==> src/rtl/rx_pkt_queue_manager.sv <==
// Per-queue RX ring-buffer bookkeeping ahead of the FPGA-to-CPU DMA engine.
// Decides accept/drop from free ring space, advances tails, and annotates metadata for DMA.
module rx_pkt_queue_manager #(
    parameter int NB_QUEUES = 16,
    parameter int QID_W     = 4,
    parameter int RB_AWIDTH = 16,
    parameter int SIZE_W    = 16
) (
    input  logic                 clk,
    input  logic                 rst,
    input  logic                 sw_reset,
    input  logic [RB_AWIDTH:0]   rb_size,
    input  logic                 in_valid,
    output logic                 in_ready,
    input  logic [QID_W-1:0]     in_queue_id,
    input  logic [SIZE_W-1:0]    in_size,
    output logic                 out_valid,
    input  logic                 out_ready,
    output logic [QID_W-1:0]     out_queue_id,
    output logic [SIZE_W-1:0]    out_size,
    output logic [63:0]          out_kmem_addr,
    output logic [RB_AWIDTH-1:0] out_tail,
    output logic                 out_drop,
    input  logic                 cfg_addr_wr,
    input  logic                 cfg_head_wr,
    input  logic [QID_W-1:0]     cfg_queue_id,
    input  logic [63:0]          cfg_kmem_addr,
    input  logic [RB_AWIDTH-1:0] cfg_head,
    output logic [31:0]          drop_cnt
);
    localparam int CMP_W = (SIZE_W > RB_AWIDTH) ? SIZE_W : RB_AWIDTH;

    logic [63:0]          kmem_addr_r [NB_QUEUES];
    logic [RB_AWIDTH-1:0] head_r      [NB_QUEUES];
    logic [RB_AWIDTH-1:0] tail_r      [NB_QUEUES];

    logic                 out_valid_r;
    logic [QID_W-1:0]     out_queue_id_r;
    logic [SIZE_W-1:0]    out_size_r;
    logic [63:0]          out_kmem_addr_r;
    logic [RB_AWIDTH-1:0] out_tail_r;
    logic                 out_drop_r;
    logic [31:0]          drop_cnt_r;

    logic [RB_AWIDTH:0]   mask_wide_s;
    logic [RB_AWIDTH-1:0] mask_s;
    logic [63:0]          cur_addr_s;
    logic [RB_AWIDTH-1:0] cur_head_s;
    logic [RB_AWIDTH-1:0] cur_tail_s;
    logic [RB_AWIDTH-1:0] free_s;
    logic [RB_AWIDTH-1:0] next_tail_s;
    logic [CMP_W-1:0]     size_cmp_s;
    logic [CMP_W-1:0]     free_cmp_s;
    logic [CMP_W-1:0]     sum_s;
    logic                 cfg_hit_s;
    logic                 accept_s;
    logic                 drop_s;

    assign in_ready = !out_valid_r || out_ready;
    assign accept_s = in_valid && in_ready;

    // Free-space check and tail advance for the queue addressed by the incoming packet
    always_comb begin
        mask_wide_s = rb_size - {{RB_AWIDTH{1'b0}}, 1'b1};
        // An illegal rb_size of zero degrades to the full index range
        mask_s      = mask_wide_s[RB_AWIDTH-1:0] | {RB_AWIDTH{mask_wide_s[RB_AWIDTH]}};
        cur_addr_s  = kmem_addr_r[in_queue_id];
        cur_head_s  = head_r[in_queue_id];
        cur_tail_s  = tail_r[in_queue_id];
        free_s      = (cur_head_s - cur_tail_s - RB_AWIDTH'(1)) & mask_s;
        size_cmp_s  = CMP_W'(in_size);
        free_cmp_s  = CMP_W'(free_s);
        sum_s       = CMP_W'(cur_tail_s) + size_cmp_s;
        next_tail_s = sum_s[RB_AWIDTH-1:0] & mask_s;
        cfg_hit_s   = cfg_addr_wr && (cfg_queue_id == in_queue_id);
        drop_s      = (cur_addr_s == 64'd0) || (in_size == SIZE_W'(0)) ||
                      (size_cmp_s > free_cmp_s) || cfg_hit_s;
    end

    // Queue table: base-address rewrite resets the ring and overrides head write and tail advance
    always_ff @(posedge clk) begin
        if (rst) begin
            for (int q = 0; q < NB_QUEUES; q++) begin
                kmem_addr_r[q] <= 64'd0;
                head_r[q]      <= {RB_AWIDTH{1'b0}};
                tail_r[q]      <= {RB_AWIDTH{1'b0}};
            end
        end else begin
            for (int q = 0; q < NB_QUEUES; q++) begin
                if (cfg_addr_wr && (cfg_queue_id == QID_W'(q))) begin
                    kmem_addr_r[q] <= cfg_kmem_addr;
                    head_r[q]      <= {RB_AWIDTH{1'b0}};
                    tail_r[q]      <= {RB_AWIDTH{1'b0}};
                end else begin
                    if (cfg_head_wr && (cfg_queue_id == QID_W'(q))) begin
                        head_r[q] <= cfg_head & mask_s;
                    end
                    if (accept_s && !drop_s && (in_queue_id == QID_W'(q))) begin
                        tail_r[q] <= next_tail_s;
                    end
                end
            end
        end
    end

    // Output register stage, held while the downstream stalls
    always_ff @(posedge clk) begin
        if (rst) begin
            out_valid_r     <= 1'b0;
            out_queue_id_r  <= {QID_W{1'b0}};
            out_size_r      <= {SIZE_W{1'b0}};
            out_kmem_addr_r <= 64'd0;
            out_tail_r      <= {RB_AWIDTH{1'b0}};
            out_drop_r      <= 1'b0;
        end else if (in_ready) begin
            out_valid_r <= in_valid;
            if (accept_s) begin
                out_queue_id_r  <= in_queue_id;
                out_size_r      <= in_size;
                out_kmem_addr_r <= cur_addr_s;
                out_tail_r      <= cur_tail_s;
                out_drop_r      <= drop_s;
            end
        end
    end

    // Saturating drop counter with software clear
    always_ff @(posedge clk) begin
        if (rst || sw_reset) begin
            drop_cnt_r <= 32'd0;
        end else if (accept_s && drop_s && (drop_cnt_r != 32'hFFFF_FFFF)) begin
            drop_cnt_r <= drop_cnt_r + 32'd1;
        end
    end

    assign out_valid     = out_valid_r;
    assign out_queue_id  = out_queue_id_r;
    assign out_size      = out_size_r;
    assign out_kmem_addr = out_kmem_addr_r;
    assign out_tail      = out_tail_r;
    assign out_drop      = out_drop_r;
    assign drop_cnt      = drop_cnt_r;
endmodule

==> config.mk <==
export PLATFORM = sky130hd
export DESIGN_NAME = rx_pkt_queue_manager
export DESIGN_NICKNAME = d
export VERILOG_FILES = /design/src/rtl/rx_pkt_queue_manager.sv
export SDC_FILE = /design/constraint.sdc
export NUM_CORES = 2
export LEC_CHECK = 0
export CAP_MARGIN = 5
export CELL_PAD_IN_SITES_DETAIL_PLACEMENT = 2
export CELL_PAD_IN_SITES_GLOBAL_PLACEMENT = 2
export CORE_ASPECT_RATIO = 1.1
export CORE_MARGIN = 2
export CORE_UTILIZATION = 46
export CTS_BUF_LIST = sky130_fd_sc_hd__clkbuf_2
export DETAILED_ROUTE_END_ITERATION = 10
export PLACE_DENSITY = 0.83
export SLEW_MARGIN = 20
export SYNTH_ARGS = -nofsm -noshare
export SYNTH_HDL_FRONTEND = slang
export SYNTH_SLANG_ARGS = --single-unit
==> constraint.sdc <==
create_clock -name clk -period 14.45 [get_ports clk]
set_input_delay 4.335 -clock clk [delete_from_list [all_inputs] [get_ports clk]]
set_output_delay 4.335 -clock clk [all_outputs]
set_load 0.01 [all_outputs]
### Yosys cells after proc, flatten, opt, wreduce, memory -nomap -nowiden

Memories as Yosys holds them, arrays and structs flattened.
Index checks and enable logic that the tools add are counted.

| storage, ports and cells | value |
|---|---|
| register bits after elaboration | 134 |
| RAM bits | 1536 |
| input bits | 128 |
| word-level logic and storage cells | 455 |
| memories kept | 3 |

Memories:

| memory | words | width | read ports | clocked after Yosys merged registers in | write ports | RTL line | source |
|---|---|---|---|---|---|---|---|
| kmem_addr_r | 16 | 64 | 1 | 0 | 16 | 33 | `logic [63:0] kmem_addr_r [NB_QUEUES];` |
| head_r | 16 | 16 | 1 | 0 | 16 | 34 | `logic [RB_AWIDTH-1:0] head_r [NB_QUEUES];` |
| tail_r | 16 | 16 | 1 | 0 | 16 | 35 | `logic [RB_AWIDTH-1:0] tail_r [NB_QUEUES];` |

| operators by class | value |
|---|---|
| add/subtract/negate cells | 5 |
| order comparisons | 1 |
| eq/ne operators | 32 |
| muxes and demuxes | 258 |
| bitwise logic cells | 84 |
| reductions and logical operators | 65 |

Operators with widths:

| cell | number |
|---|---|
| $mux W16 | 64 |
| $mux W64 | 16 |
| $mux W1 | 178 |
| $or A1 B1 Y1 | 80 |
| $eq A4 B4 Y1 const B | 16 |
| $logic_not A64 Y1 | 1 |
| $logic_and A1 B1 Y1 | 53 |
| $and A16 B16 Y16 | 3 |
| $add A32 B1 Y32 const B | 1 |
| $eq A4 B3 Y1 const B | 8 |
| $ne A32 B32 Y1 const B | 1 |
| $sub A17 B1 Y17 const B | 1 |
| $add A16 B16 Y16 | 1 |
| $eq A4 B2 Y1 const B | 4 |
| $gt A16 B16 Y1 | 1 |
| $logic_not A16 Y1 | 1 |
| $or A16 B16 Y16 | 1 |
| $sub A16 B1 Y16 const B | 1 |
| $sub A16 B16 Y16 | 1 |
| $eq A4 B1 Y1 const B | 2 |
| $logic_not A4 Y1 | 2 |
| $logic_or A1 B1 Y1 | 5 |
| $eq A4 B4 Y1 | 1 |
| $logic_not A1 Y1 | 2 |
| $reduce_and A2 Y1 | 1 |

### Logic depth before layout (Yosys ltp)

An unclocked memory read counts as a cell.

| depth | value |
|---|---|
| depth in word-level cells | 15 |
| gate-level depth with buffers | 32 |

### Least setup slack after synthesis

No wires, ideal clock.

| path | value |
|---|---|
| path type | input port to flip-flop |
| start point | input in_queue_id[0] |
| end point | memory tail_r[4][0], enable pin |
| library setup time | 0.372 ns |
| arrival time | 11.000 ns |
| required time | 14.078 ns |
| path slack | 3.078 ns |
| stages on the path | 31 |
| path through | buf_2 > buf_2 > buf_4 > buf_2 > buf_2 > buf_2 > mux4_2 > mux4_2 > inv_1 > ha_1 > inv_1 > fa_1 > nor2b_1 > o21ai_0 > a21oi_1 > o21ai_0 > a21oi_1 > a211oi_1 > o31ai_1 > xor2_1 > nand2_1 > ha_1 > and3_1 > nand4_1 > nor3_1 > a31oi_1 > nor3_2 > buf_2 > nand4_1 > buf_2 > nand2_1 |

RTL lines:

| item | RTL line | source |
|---|---|---|
| from (decl) | 15 | `input logic [QID_W-1:0] in_queue_id,` |
| to (decl) | 35 |  |

==> flow_metrics.tcl <==
set metrics [dict create \
    run_status "finished, final reports clean" \
    place_congestion 0.862 \
    ys_types 53 \
    synthMostInstantiatedCell "sky130_fd_sc_hd__edfxtp_1" \
    post_cts_setup_repair_bufs 0 \
    hold_worst_path_end "out_size[14]$_SDFFE_PP0P_" \
    top_level_ports 263 \
    syn-instance-count 4928 \
    yosysWarnings 0 \
    grt_antenna_before_repair 16 \
    yosys.area_share.xor_xnor_pct 0.503 \
    yosys-mux-area-fraction_pct 13.2 \
    drc_marker_count_from_the_first_detailed_route_iteration 6939 \
    initial_core_util_pct 46.4 \
    worst_hold_path.num_cells 2 \
    global_route.usage.total_pct 38.0 \
    ys_dominant_reg_cell "sky130_fd_sc_hd__edfxtp_1" \
    ant_nets 0 \
    rsz0062_at_grt "no" \
    worst_pin_slew_ns 1.37 \
    synth_top_area_share_pct 64.6 \
    worst_setup_path_end_kind "flip-flop" \
    reg2reg_setup_slack_ns 5.80 \
    required_ns 15.91 \
    cpMaxStageDelayCell "sky130_fd_sc_hd__nand2_1" \
    synthesis.area_sq_um 71400 \
    finalSetupTns_ns 0 \
    most_numerous_cell_types_in_the_synthesized_netlist "sky130_fd_sc_hd__edfxtp_1 (1536), sky130_fd_sc_hd__nor2_1 (1186), sky130_fd_sc_hd__mux4_2 (416), sky130_fd_sc_hd__nand2_1 (402), sky130_fd_sc_hd__clkbuf_1 (294)" \
    groute.layer.met3.usage_pct 8.23 \
    drc 0 \
    grt.met1_usage_pct 44.2 \
    synth_adder_area_share_pct 0.897 \
    synth_top_family_by_area "multiplexers" \
    synth.avg_cell_area_sq_um 14.5 \
    syn2layout_area_growth_pct 11.6 \
    cts.hold.buffers_added 0 \
    fp.dieArea_sq_um 158000 \
    critPathMaxFanout 73 \
    synth.yosys.seq_area_share_pct 68.4 \
    clock_pin_slew_on_the_worst_setup_and_hold_paths_ns 0.09 \
    timing.critical_path.arrival_ns 12.99 \
    power_consumption_mw 10.8 \
    r2r_cells 24 \
    layout_worst_path_cycle_share_pct 79.7 \
    crit-reg2reg-capture "tail_r[13][14]$_SDFFCE_PP0P_" \
    slew_viol_final 0 \
    cts_tree "built" \
    route.final.wire_length_microns 301000 \
    clk_latency_ns 2.04 \
    yosys.area_share.simple_pct 10.8 \
    die_w_microns 380 \
    dpl.hpwl_microns 173000 \
    yosys_register_bits 1670 \
    post_cts.resized_instances 0 \
    timing.setup.critical_path_class "in -> reg" \
    clk_path_buf_depth 4 \
    class_of_the_worst_hold_path "reg -> reg" \
    rows 151 \
    vias_per_cell 6.51 \
    grt.busiest_layer "met2" \
    num-nets-final 5505 \
    clock_sink_count 1670 \
    relative_slew_slack_pct 8.62 \
    power_leakage_nw 28.0 \
    coreArea_sq_um 154000 \
    compound_gate_fraction_of_synth_area_pct 3.34 \
    fraction_of_final_layout_cells_sized_beyond_drive_strength_1_pct 21.9 \
    cts_buffers 430 \
    yosysTopAreaCell "sky130_fd_sc_hd__edfxtp_1" \
    floorplan.die.height_microns 417 \
    ctsHtreeMaxLevel 5 \
    hp-start "out_size[14]$_SDFFE_PP0P_" \
    vias 50300 \
    power-per-cell-area_nw_per_um2 135 \
    first_global_vias 55000 \
    drt-pass1-iter-count 5 \
    largest_net_degree_at_the_start_of_global_routing 123 \
    clk_root_buffer_cell "sky130_fd_sc_hd__clkbuf_2" \
    routedWlPerCell_microns 39.0 \
    fmax_mhz 86.8 \
    synth_nets 5106 \
    number_of_synthesized_flops_with_an_enable_pin 1536 \
    hold_ws_ns 0.460 \
    grt_pass1_wl_microns 426000 \
    buffer_ports.inserted 262 \
    period_minus_slack_ns 11.52 \
    slowest_delay_ns 0.94 \
    critical_path.reg2reg.startpoint "tail_r[6][0]$_SDFFCE_PN0P_" \
    final_global_route_overflow_total 0 \
    timing.final.setup_violations 0 \
    synth.top_cells.by_area "sky130_fd_sc_hd__edfxtp_1 (65%), sky130_fd_sc_hd__mux4_2 (13%), sky130_fd_sc_hd__nor2_1 (6.2%)" \
    ir_drop_v 0.0000935 \
    gr-usage-met2_pct 63.9 \
    synthArstFlopShare_pct 0 \
    timing.clock.skew_ns 0.217 \
    worstSetupStartpointType "input pin" \
    report.final.hold_viol_count 0 \
    maxCapViolations 0 \
]
power breakdown:
part,switching [mW],total [mW],internal [mW]
Sequential,0.166,5.76,5.60
Combinational,1.00,1.46,0.458
Clock,2.30,3.55,1.25
Total,3.47,10.8,7.30
routing by layer:
metal / vias to the layer above / part of all wire (%) / routed length, microns
met1: 25900 / 34 / 101000
met4: 8 / 6.9 / 20900
li1: 19200 / - / -
met2: 4014 / 50 / 150000
met3: 1156 / 9.7 / 29200
met5: - / 0.021 / 64
layout make-up:
cell class / count / area [sq um]
Antenna cell: 9 / 22.5
Clock buffer: 658 / 3290
Timing Repair Buffer: 351 / 3340
Tap cell: 2065 / 2580
Fill cell: 14300 / 74300
Clock inverter: 95 / 455
Sequential cell: 1670 / 48800
Inverter: 112 / 460
Multi-Input combinational cell: 2762 / 20700
cells in the final DEF, fill, tap and decap left out, drive strengths merged, types with 117 or more instances in the layout:
cell type and count:
edfxtp 1536, nor2 1186, clkbuf 659, mux4 416
nand2 402, clkdlybuf4s50 257, a21oi 156, dfxtp 134
a22oi 128, inv 117
stage by stage:
| stage | utilization [%] | setup WS (ns) | std cells | cell area [sq um] |
|---|---|---|---|---|
| 6_report | 51.7 | 2.93 | 7722 | 79700 |
| 2_1_floorplan | - | 3.08 | 4928 | 71400 |
| 5_1_grt | 51.7 | 2.53 | 7721 | 79600 |
| 3_5_place_dp | 49.3 | 1.43 | 6960 | 75900 |
| 3_3_place_gp | 49.3 | 2.10 | 6960 | 75900 |
| 4_1_cts | 51.7 | 3.27 | 7713 | 79600 |
sequential cells by signal (all words and copies together), names as in the netlist:
name,flops
head_r,256
out_tail,16
out_kmem_addr,64
drop_cnt,32
out_valid,1
kmem_addr_r,1024
out_size,16
out_drop,1
out_queue_id,4
tail_r,256
worst max-delay path by stage:
| stage | start | endpoint | cells past startpoint |
|---|---|---|---|
| CTS | in_queue_id[0] | tail_r[13][14]$_SDFFCE_PP0P_ | 25 |
| global route | in_queue_id[0] | tail_r[13][12]$_SDFFCE_PP0P_ | 25 |
| floorplan | in_queue_id[0] | tail_r[4][0]$_SDFFCE_PN0P_ | 31 |
| detailed placement | in_queue_id[0] | tail_r[13][14]$_SDFFCE_PP0P_ | 25 |
| finish | in_queue_id[0] | tail_r[13][14]$_SDFFCE_PP0P_ | 25 |
| global placement | in_queue_id[0] | tail_r[13][10]$_SDFFCE_PP0P_ | 23 |
critical path: cells and delay by family:
family | cells | cell delay [ns]
compound gates | 7 | 1.84
fa+ha+maj | 3 | 0.76
simple gates | 8 | 2.71
mux | 2 | 1.09
buf+inv | 4 | 1.80
xor+xnor | 1 | 0.15
cell families after synthesis:
group	after synthesis
buf+inv	496
fa+ha+maj	50
mux	424
xor+xnor	41
flops	1670
simple gates	1866
compound gates	381
No activity file was read; power rests on OpenSTA's default activity.
